## config.mk

```make
export PLATFORM = sky130hd
export DESIGN_NAME = lcd_nibble_writer
export DESIGN_NICKNAME = d
export VERILOG_FILES = /design/src/rtl/lcd_nibble_writer.sv
export SDC_FILE = /design/constraint.sdc
export NUM_CORES = 1
export LEC_CHECK = 0
export BUFFER_PORTS_ARGS = -buffer_cell sky130_fd_sc_hd__buf_2
export CAP_MARGIN = 20
export CORE_ASPECT_RATIO = 0.9
export CORE_MARGIN = 5
export CORE_UTILIZATION = 55
export CTS_CLUSTER_DIAMETER = 80
export DETAILED_ROUTE_END_ITERATION = 10
export HOLD_SLACK_MARGIN = 0.1
export PLACE_DENSITY = 0.85
export SYNTH_ARGS = -nofsm -noshare
export SYNTH_HDL_FRONTEND = slang
export SYNTH_SLANG_ARGS = --single-unit
```

## constraint.sdc

```tcl
create_clock -name CLK -period 3.4 [get_ports CLK]
set_input_delay 0 -clock CLK [delete_from_list [all_inputs] [get_ports CLK]]
set_output_delay 0 -clock CLK [all_outputs]
set_load 0.05 [all_outputs]
```

## src/rtl/lcd_nibble_writer.sv

```systemverilog
// HD44780 4-bit bus writer: sends a byte as two nibbles (or one nibble during init)
// with setup, enable-pulse, hold and post-transfer command-wait phases.
module lcd_nibble_writer #(
  parameter int unsigned SETUP_CYCLES = 2,
  parameter int unsigned EN_CYCLES    = 6,
  parameter int unsigned DELAY_BIT    = 4
) (
  input  logic       CLK,
  input  logic       RST,
  input  logic       i_valid,
  output logic       i_ready,
  input  logic [7:0] i_data,
  input  logic       i_rs,
  input  logic       i_nibble_only,
  output logic [3:0] lcd_data,
  output logic       lcd_en,
  output logic       lcd_rs,
  output logic       o_done
);

  localparam int unsigned WaitCycles = 1 << DELAY_BIT;
  localparam int unsigned PhaseMax   = (SETUP_CYCLES > EN_CYCLES) ? SETUP_CYCLES : EN_CYCLES;
  localparam int unsigned CntMax     = (PhaseMax > WaitCycles) ? PhaseMax : WaitCycles;
  localparam int unsigned CntW       = $clog2(CntMax + 1);

  localparam logic [CntW-1:0] SetupLd = CntW'(SETUP_CYCLES - 1);
  localparam logic [CntW-1:0] EnLd    = CntW'(EN_CYCLES - 1);
  localparam logic [CntW-1:0] WaitLd  = CntW'(WaitCycles - 1);

  typedef enum logic [2:0] {
    StIdle,
    StSetup,
    StPulse,
    StHold,
    StWait
  } state_e;

  state_e          state_q, state_d;
  logic [CntW-1:0] cnt_q, cnt_d;
  logic [3:0]      low_q, low_d;
  logic            second_q, second_d;
  logic [3:0]      data_q, data_d;
  logic            rs_q, rs_d;
  logic            en_q, en_d;

  always_ff @(posedge CLK or posedge RST) begin
    if (RST) begin
      state_q  <= StIdle;
      cnt_q    <= '0;
      low_q    <= '0;
      second_q <= 1'b0;
      data_q   <= '0;
      rs_q     <= 1'b0;
      en_q     <= 1'b0;
    end else begin
      state_q  <= state_d;
      cnt_q    <= cnt_d;
      low_q    <= low_d;
      second_q <= second_d;
      data_q   <= data_d;
      rs_q     <= rs_d;
      en_q     <= en_d;
    end
  end

  always_comb begin
    state_d  = state_q;
    cnt_d    = cnt_q;
    low_d    = low_q;
    second_d = second_q;
    data_d   = data_q;
    rs_d     = rs_q;

    unique case (state_q)
      StIdle: begin
        if (i_valid) begin
          state_d  = StSetup;
          cnt_d    = SetupLd;
          data_d   = i_data[7:4];
          low_d    = i_data[3:0];
          rs_d     = i_rs;
          second_d = ~i_nibble_only;
        end
      end
      StSetup: begin
        if (cnt_q == '0) begin
          state_d = StPulse;
          cnt_d   = EnLd;
        end else begin
          cnt_d = cnt_q - 1'b1;
        end
      end
      StPulse: begin
        if (cnt_q == '0) begin
          state_d = StHold;
          cnt_d   = EnLd;
        end else begin
          cnt_d = cnt_q - 1'b1;
        end
      end
      StHold: begin
        if (cnt_q == '0) begin
          if (second_q) begin
            // Second pass puts the low nibble on the bus for its own setup window.
            state_d  = StSetup;
            cnt_d    = SetupLd;
            data_d   = low_q;
            second_d = 1'b0;
          end else begin
            state_d = StWait;
            cnt_d   = WaitLd;
          end
        end else begin
          cnt_d = cnt_q - 1'b1;
        end
      end
      StWait: begin
        if (cnt_q == '0) begin
          state_d = StIdle;
        end else begin
          cnt_d = cnt_q - 1'b1;
        end
      end
      default: begin
        state_d = StIdle;
        cnt_d   = '0;
      end
    endcase

    // Registered strobe keeps EN free of decode glitches.
    en_d = (state_d == StPulse);
  end

  assign i_ready  = (state_q == StIdle);
  assign o_done   = (state_q == StWait) && (cnt_q == '0);
  assign lcd_data = data_q;
  assign lcd_rs   = rs_q;
  assign lcd_en   = en_q;

endmodule
```

**Word-level counts from Yosys, hierarchy flattened**

Index checks and enable logic that the tools add are counted.
W data, S select, Z words.

- Reduce and logical (&&, ||, !) cells: 9
- Add/subtract/negate cells: 1
- Bitwise gates (word level): 1
- Equality and inequality tests: 9
- Mux-type cells: 20

Operator list:

| kind | number |
|---|---|
| $mux W5 | 4 |
| $pmux W5 S4 | 1 |
| $mux W3 | 6 |
| $mux W4 | 4 |
| $pmux W3 S5 | 1 |
| $eq A3 B2 Y1 const B | 3 |
| $ne A2 B2 Y1 const B | 4 |
| $pmux W4 S2 | 1 |
| $logic_not A5 Y1 | 1 |
| $sub A5 B1 Y5 const B | 1 |
| $reduce_and A2 Y1 | 2 |
| $reduce_and A4 Y1 | 1 |
| $eq A3 B1 Y1 const B | 1 |
| $eq A3 B3 Y1 const B | 1 |
| $logic_not A3 Y1 | 1 |
| $reduce_and A3 Y1 | 1 |
| $mux W1 | 2 |
| $pmux W1 S2 | 1 |
| $reduce_bool A2 Y1 | 1 |
| $reduce_or A2 Y1 | 1 |
| $logic_and A1 B1 Y1 | 1 |
| $not A1 Y1 | 1 |

- Register bits: 19
- Bits of input ports: 13

**Logic depth before layout (Yosys ltp)**

- Word-level depth: 4
- Depth in mapped cells: 7
- Depth with buffers taken out: 6

**Worst setup path after synthesis**

Ideal clock, no wire load.

- Path kind: flip-flop to flip-flop
- From: reg cnt_q[0]
- To: reg cnt_q[2]
- Path slack: 1.351 ns
- Stages on the path, launching flop included: 8
- Data arrival time: 1.925 ns
- Path buffers: 1
- Required time: 3.276 ns
- Clock period less this slack: 2.049 ns
- Path through: dfrtp_1 inv_1 ha_1 or4b_1 buf_2 a2111oi_4 nor4_1 a211o_1

- Word-level cells in the longest chain between the ends: 3
- Elaborated cells between the ends (all ways): 8

RTL lines:

| what | line | RTL |
|---|---|---|
| from (decl) | 39 | `logic [CntW-1:0] cnt_q, cnt_d;` |
| from (signal assigned) | 57 | `cnt_q <= cnt_d;` |
| $sub A5 B1 Y5 / $logic_not A5 Y1 (equally long branches) | n/a |  |
| $mux W5, or another cell as far along | 118 | `if (cnt_q == '0) begin` |
| $pmux W5 S4 / $reduce_and A2 Y1 (equally long branches) | n/a |  |

Parallel ways exist; a longest one is shown, timed or not. The select of a mux whose other input is x is not followed.
A chain may end at the register's enable or synchronous reset.

**Final worst setup path**

Ends and elaborated chain as after synthesis.

==> impl_metrics.csv <==
group,metric,value,unit
placed_design,dp.cells,144,
clock_network,numCtsBuffers,3,
detailed_routing,remaining_drc_errors,0,
pwr,power,1.16,mW
clock_network,clkSinkCount,19,
placed_design,dp_hpwl,1.63,mm
timing,period_needed,2.32,ns
clock_network,htreeDepth,1,
timing,fmax,431,MHz
detailed_routing,routedWlPerCell,14.3,um
finish,multi_input_area,512,um2
timing,finalWorstSetupSlack,1.08,ns
timing,max_slew.worst_pin.slew,0.773,ns
pwr,peakVddDrop,0.673,mV
finish,final_nets,150,
detailed_routing,drt_iter0_drc,18,
grt,grt_pass1_vias,896,
floorplan,die_h,50.8,um
logic_synthesis,ys_ff_latch,19,
pwr,p_leak,0.607,nW
finish,seq_area,475,um2
logic_synthesis,syn_area,0.00102,mm2
placed_design,portBuffers,20,
timing,finalCritPeriodShare,68.2,%
clock_network,cts_buffer_depth,2,
grt,antenna_found_initial,0,
timing,rsz0062_at_grt,"no",
detailed_routing,vias,893,
worst_setup_path,start_kind,"flip-flop",
grt,grt_pass1_wl,4.10,mm
detailed_routing,viasPerCell,5.62,
logic_synthesis,yosys_warnings,0,
finish,fillers,129,
logic_synthesis,yosysSeqAreaShare,46.7,%
clock_network,cts_tree,"built",
timing,slew_headroom,48.3,%
worst_setup_path,crit_fanout,7,
floorplan,io_pins,21,
grt,grt.total_usage,18.2,%
clock_network,cts-root-buf,"clkbuf_4",
finish,n_antenna_cell,0,
timing,maxSlewViolCount,0,
logic_synthesis,synth_top_area_share,46.7,%
timing,hold_viol_final,0,
floorplan,core,0.00172,mm2
grt,grt_max_degree,20,
floorplan,die_area,0.00281,mm2
logic_synthesis,yosysUniqueCellTypes,33,
run_status,outcome,"finished clean",
logic_synthesis,synth_edf_count,0,
worst_setup_path,crit_arrival,2.50,ns
logic_synthesis,synthCells,103,
grt,grt_overflow,0,
floorplan,row_count,14,
finish,drive_above_1_share,23.7,%
logic_synthesis,yosysTopAreaCell,"dfrtp_1",
timing,final.setup_skew,0.00438,ns
finish,stdcell_count,159,
finish,synthToLayoutAreaGrowth,25.4,%
run,maxCapViolations,0,
floorplan,die_w,55.4,um
placed_design,place.gp.congestion,0.879,
detailed_routing,firstDrtPassIters,4,
logic_synthesis,async_reset_ff_share,100,%
clock_network,clk-insertion-delay-late,0.29,ns
worst_setup_path,critPathCaptureType,"flip-flop",
placed_design,pre_cts_slack,1.13,ns
logic_synthesis,ys_top_cells_by_area,"dfrtp_1 47%, mux2_2 5.5%, mux2i_1 4.9%, o21ai_0 4.4%, nand2_1 3.7%",
logic_synthesis,synth_fp_nets,117,
pwr,cellPowerDensity,905,mW/mm2
detailed_routing,postRouteAntennaNets,0,
clock_network,post_cts_resized,0,
timing,finalSetupViolations,0,
worst_setup_path,cp.required,3.59,ns
clock_network,cts.clk_slew.worst_paths,0.10,ns
detailed_routing,wirelength,2.27,mm
logic_synthesis,syn_area_per_cell,9.89,um2
logic_synthesis,synth_ff_type,"dfrtp_1",
worst_setup_path,path_class,"reg2reg",
timing,fin_setup_tns,0,ns
floorplan,initial_core_util,59.3,%
hold_path,hold_path_class,"in2reg",
synthesized netlist by cell type, types with 2 or more instances:
| master | number |
|---|---|
| nor2_1 | 10 |
| inv_1 | 4 |
| or3_1 | 2 |
| o21ai_0 | 9 |
| mux2i_1 | 5 |
| and2_1 | 2 |
| clkbuf_1 | 2 |
| a22oi_1 | 2 |
| nor4b_1 | 2 |
| dfrtp_1 | 19 |
| a21oi_1 | 2 |
| nand2b_1 | 3 |
| mux2_2 | 5 |
| nand3_1 | 3 |
| nand2_1 | 10 |
| nor3_1 | 4 |
| nor2b_1 | 3 |
final cells by class:
cell class / instances / share of cell area, %
tap: 24 / 2.35
sequential: 19 / 37.2
multi-input combinational: 76 / 40.1
timing repair buffer: 32 / 17.0
clock buffer: 3 / 1.76
clock inverter: 1 / 0.392
inverter: 4 / 1.18
critical path: stages, from the launching register on:
cell and delay [ns]:
dfrtp_1 0.44, inv_1 0.10, ha_1 0.22, or4b_1 0.62, a2111oi_4 0.46, nor4_1 0.10, a211o_1 0.27
repair_timing:
action | 4_1_cts | 5_1_grt
hold endpoints to repair | 29 | 0
hold buffers | 11 | 0
setup buffers | 0 | 0
stage by stage:
| step | util (%) | hold slack [ns] | area, um2 |
|---|---|---|---|
| 2_1_floorplan | - | -0.0489 | 1020 |
| 3_3_place_gp | 66.4 | 0.146 | 1140 |
| 3_5_place_dp | 66.4 | 0.163 | 1140 |
| 4_1_cts | 74.4 | 0.119 | 1280 |
| 5_1_grt | 74.4 | 0.151 | 1280 |
| 6_report | 74.4 | 0.140 | 1280 |
layout by cell type, fill, tap and decap left out, types with 2 or more instances in the layout:
cell type	n
nand2b_1	3
dfrtp_1	19
nand2_1	10
inv_1	4
a22oi_1	2
mux2i_1	5
a21oi_1	2
dlygate4sd3_1	11
or3_1	2
nand3_1	3
buf_2	20
nor2b_1	3
clkbuf_4	3
o21ai_0	9
nor2_1	10
mux2_2	5
nor3_1	4
nor4b_1	2
and2_1	2
registers in the layout (all words and copies together) (netlist names):
register and cells:
second_q 1, state_q 3, low_q 4, lcd_data 4, cnt_q 5, lcd_en 1
lcd_rs 1
path summary, 6_finish.rpt:
kind / slack, ns / endpoint / cells after the start / start
min in group asynchronous: 0.35 / cnt_q[1]$_DFFE_PP0P_ / 3 / RST
hold / removal: 0.14 / cnt_q[3]$_DFFE_PP0P_ / 4 / i_valid
hold reg to reg: 0.49 / lcd_data[1]$_DFFE_PP0P_ / 2 / lcd_data[1]$_DFFE_PP0P_
max in group asynchronous: 2.59 / cnt_q[2]$_DFFE_PP0P_ / 3 / RST
setup reg to reg: 1.08 / cnt_q[2]$_DFFE_PP0P_ / 6 / cnt_q[0]$_DFFE_PP0P_
setup / recovery: 1.08 / cnt_q[2]$_DFFE_PP0P_ / 6 / cnt_q[0]$_DFFE_PP0P_
report_power, final:
part / internal (mW) / switching, mW / leakage (nW)
clock: 0.0438 / 0.0670 / 0.0177
combinational: 0.230 / 0.380 / 0.354
sequential: 0.326 / 0.109 / 0.235
per-layer routing:
metal | wire [um] | vias up | track usage (%)
met3 | 155 | 4 | 6.30
met2 | 1090 | 32 | 30.7
met4 | 27 | 0 | 4.05
li1 | - | 431 | -
met5 | 0 | - | 0
met1 | 1000 | 426 | 22.6
cell families after synthesis:
logic type                 share of synthesized area (%)
xor gates and xnor gates                           0.860
adders and majority gates                           1.23
and+or+nand+nor                                     23.5
buffers and inverters                               3.07
muxes                                               10.4
DFF                                                 46.7
AOI/OAI and AO/OA                                   14.3
Note: power is estimated with default switching activity, not from simulation.
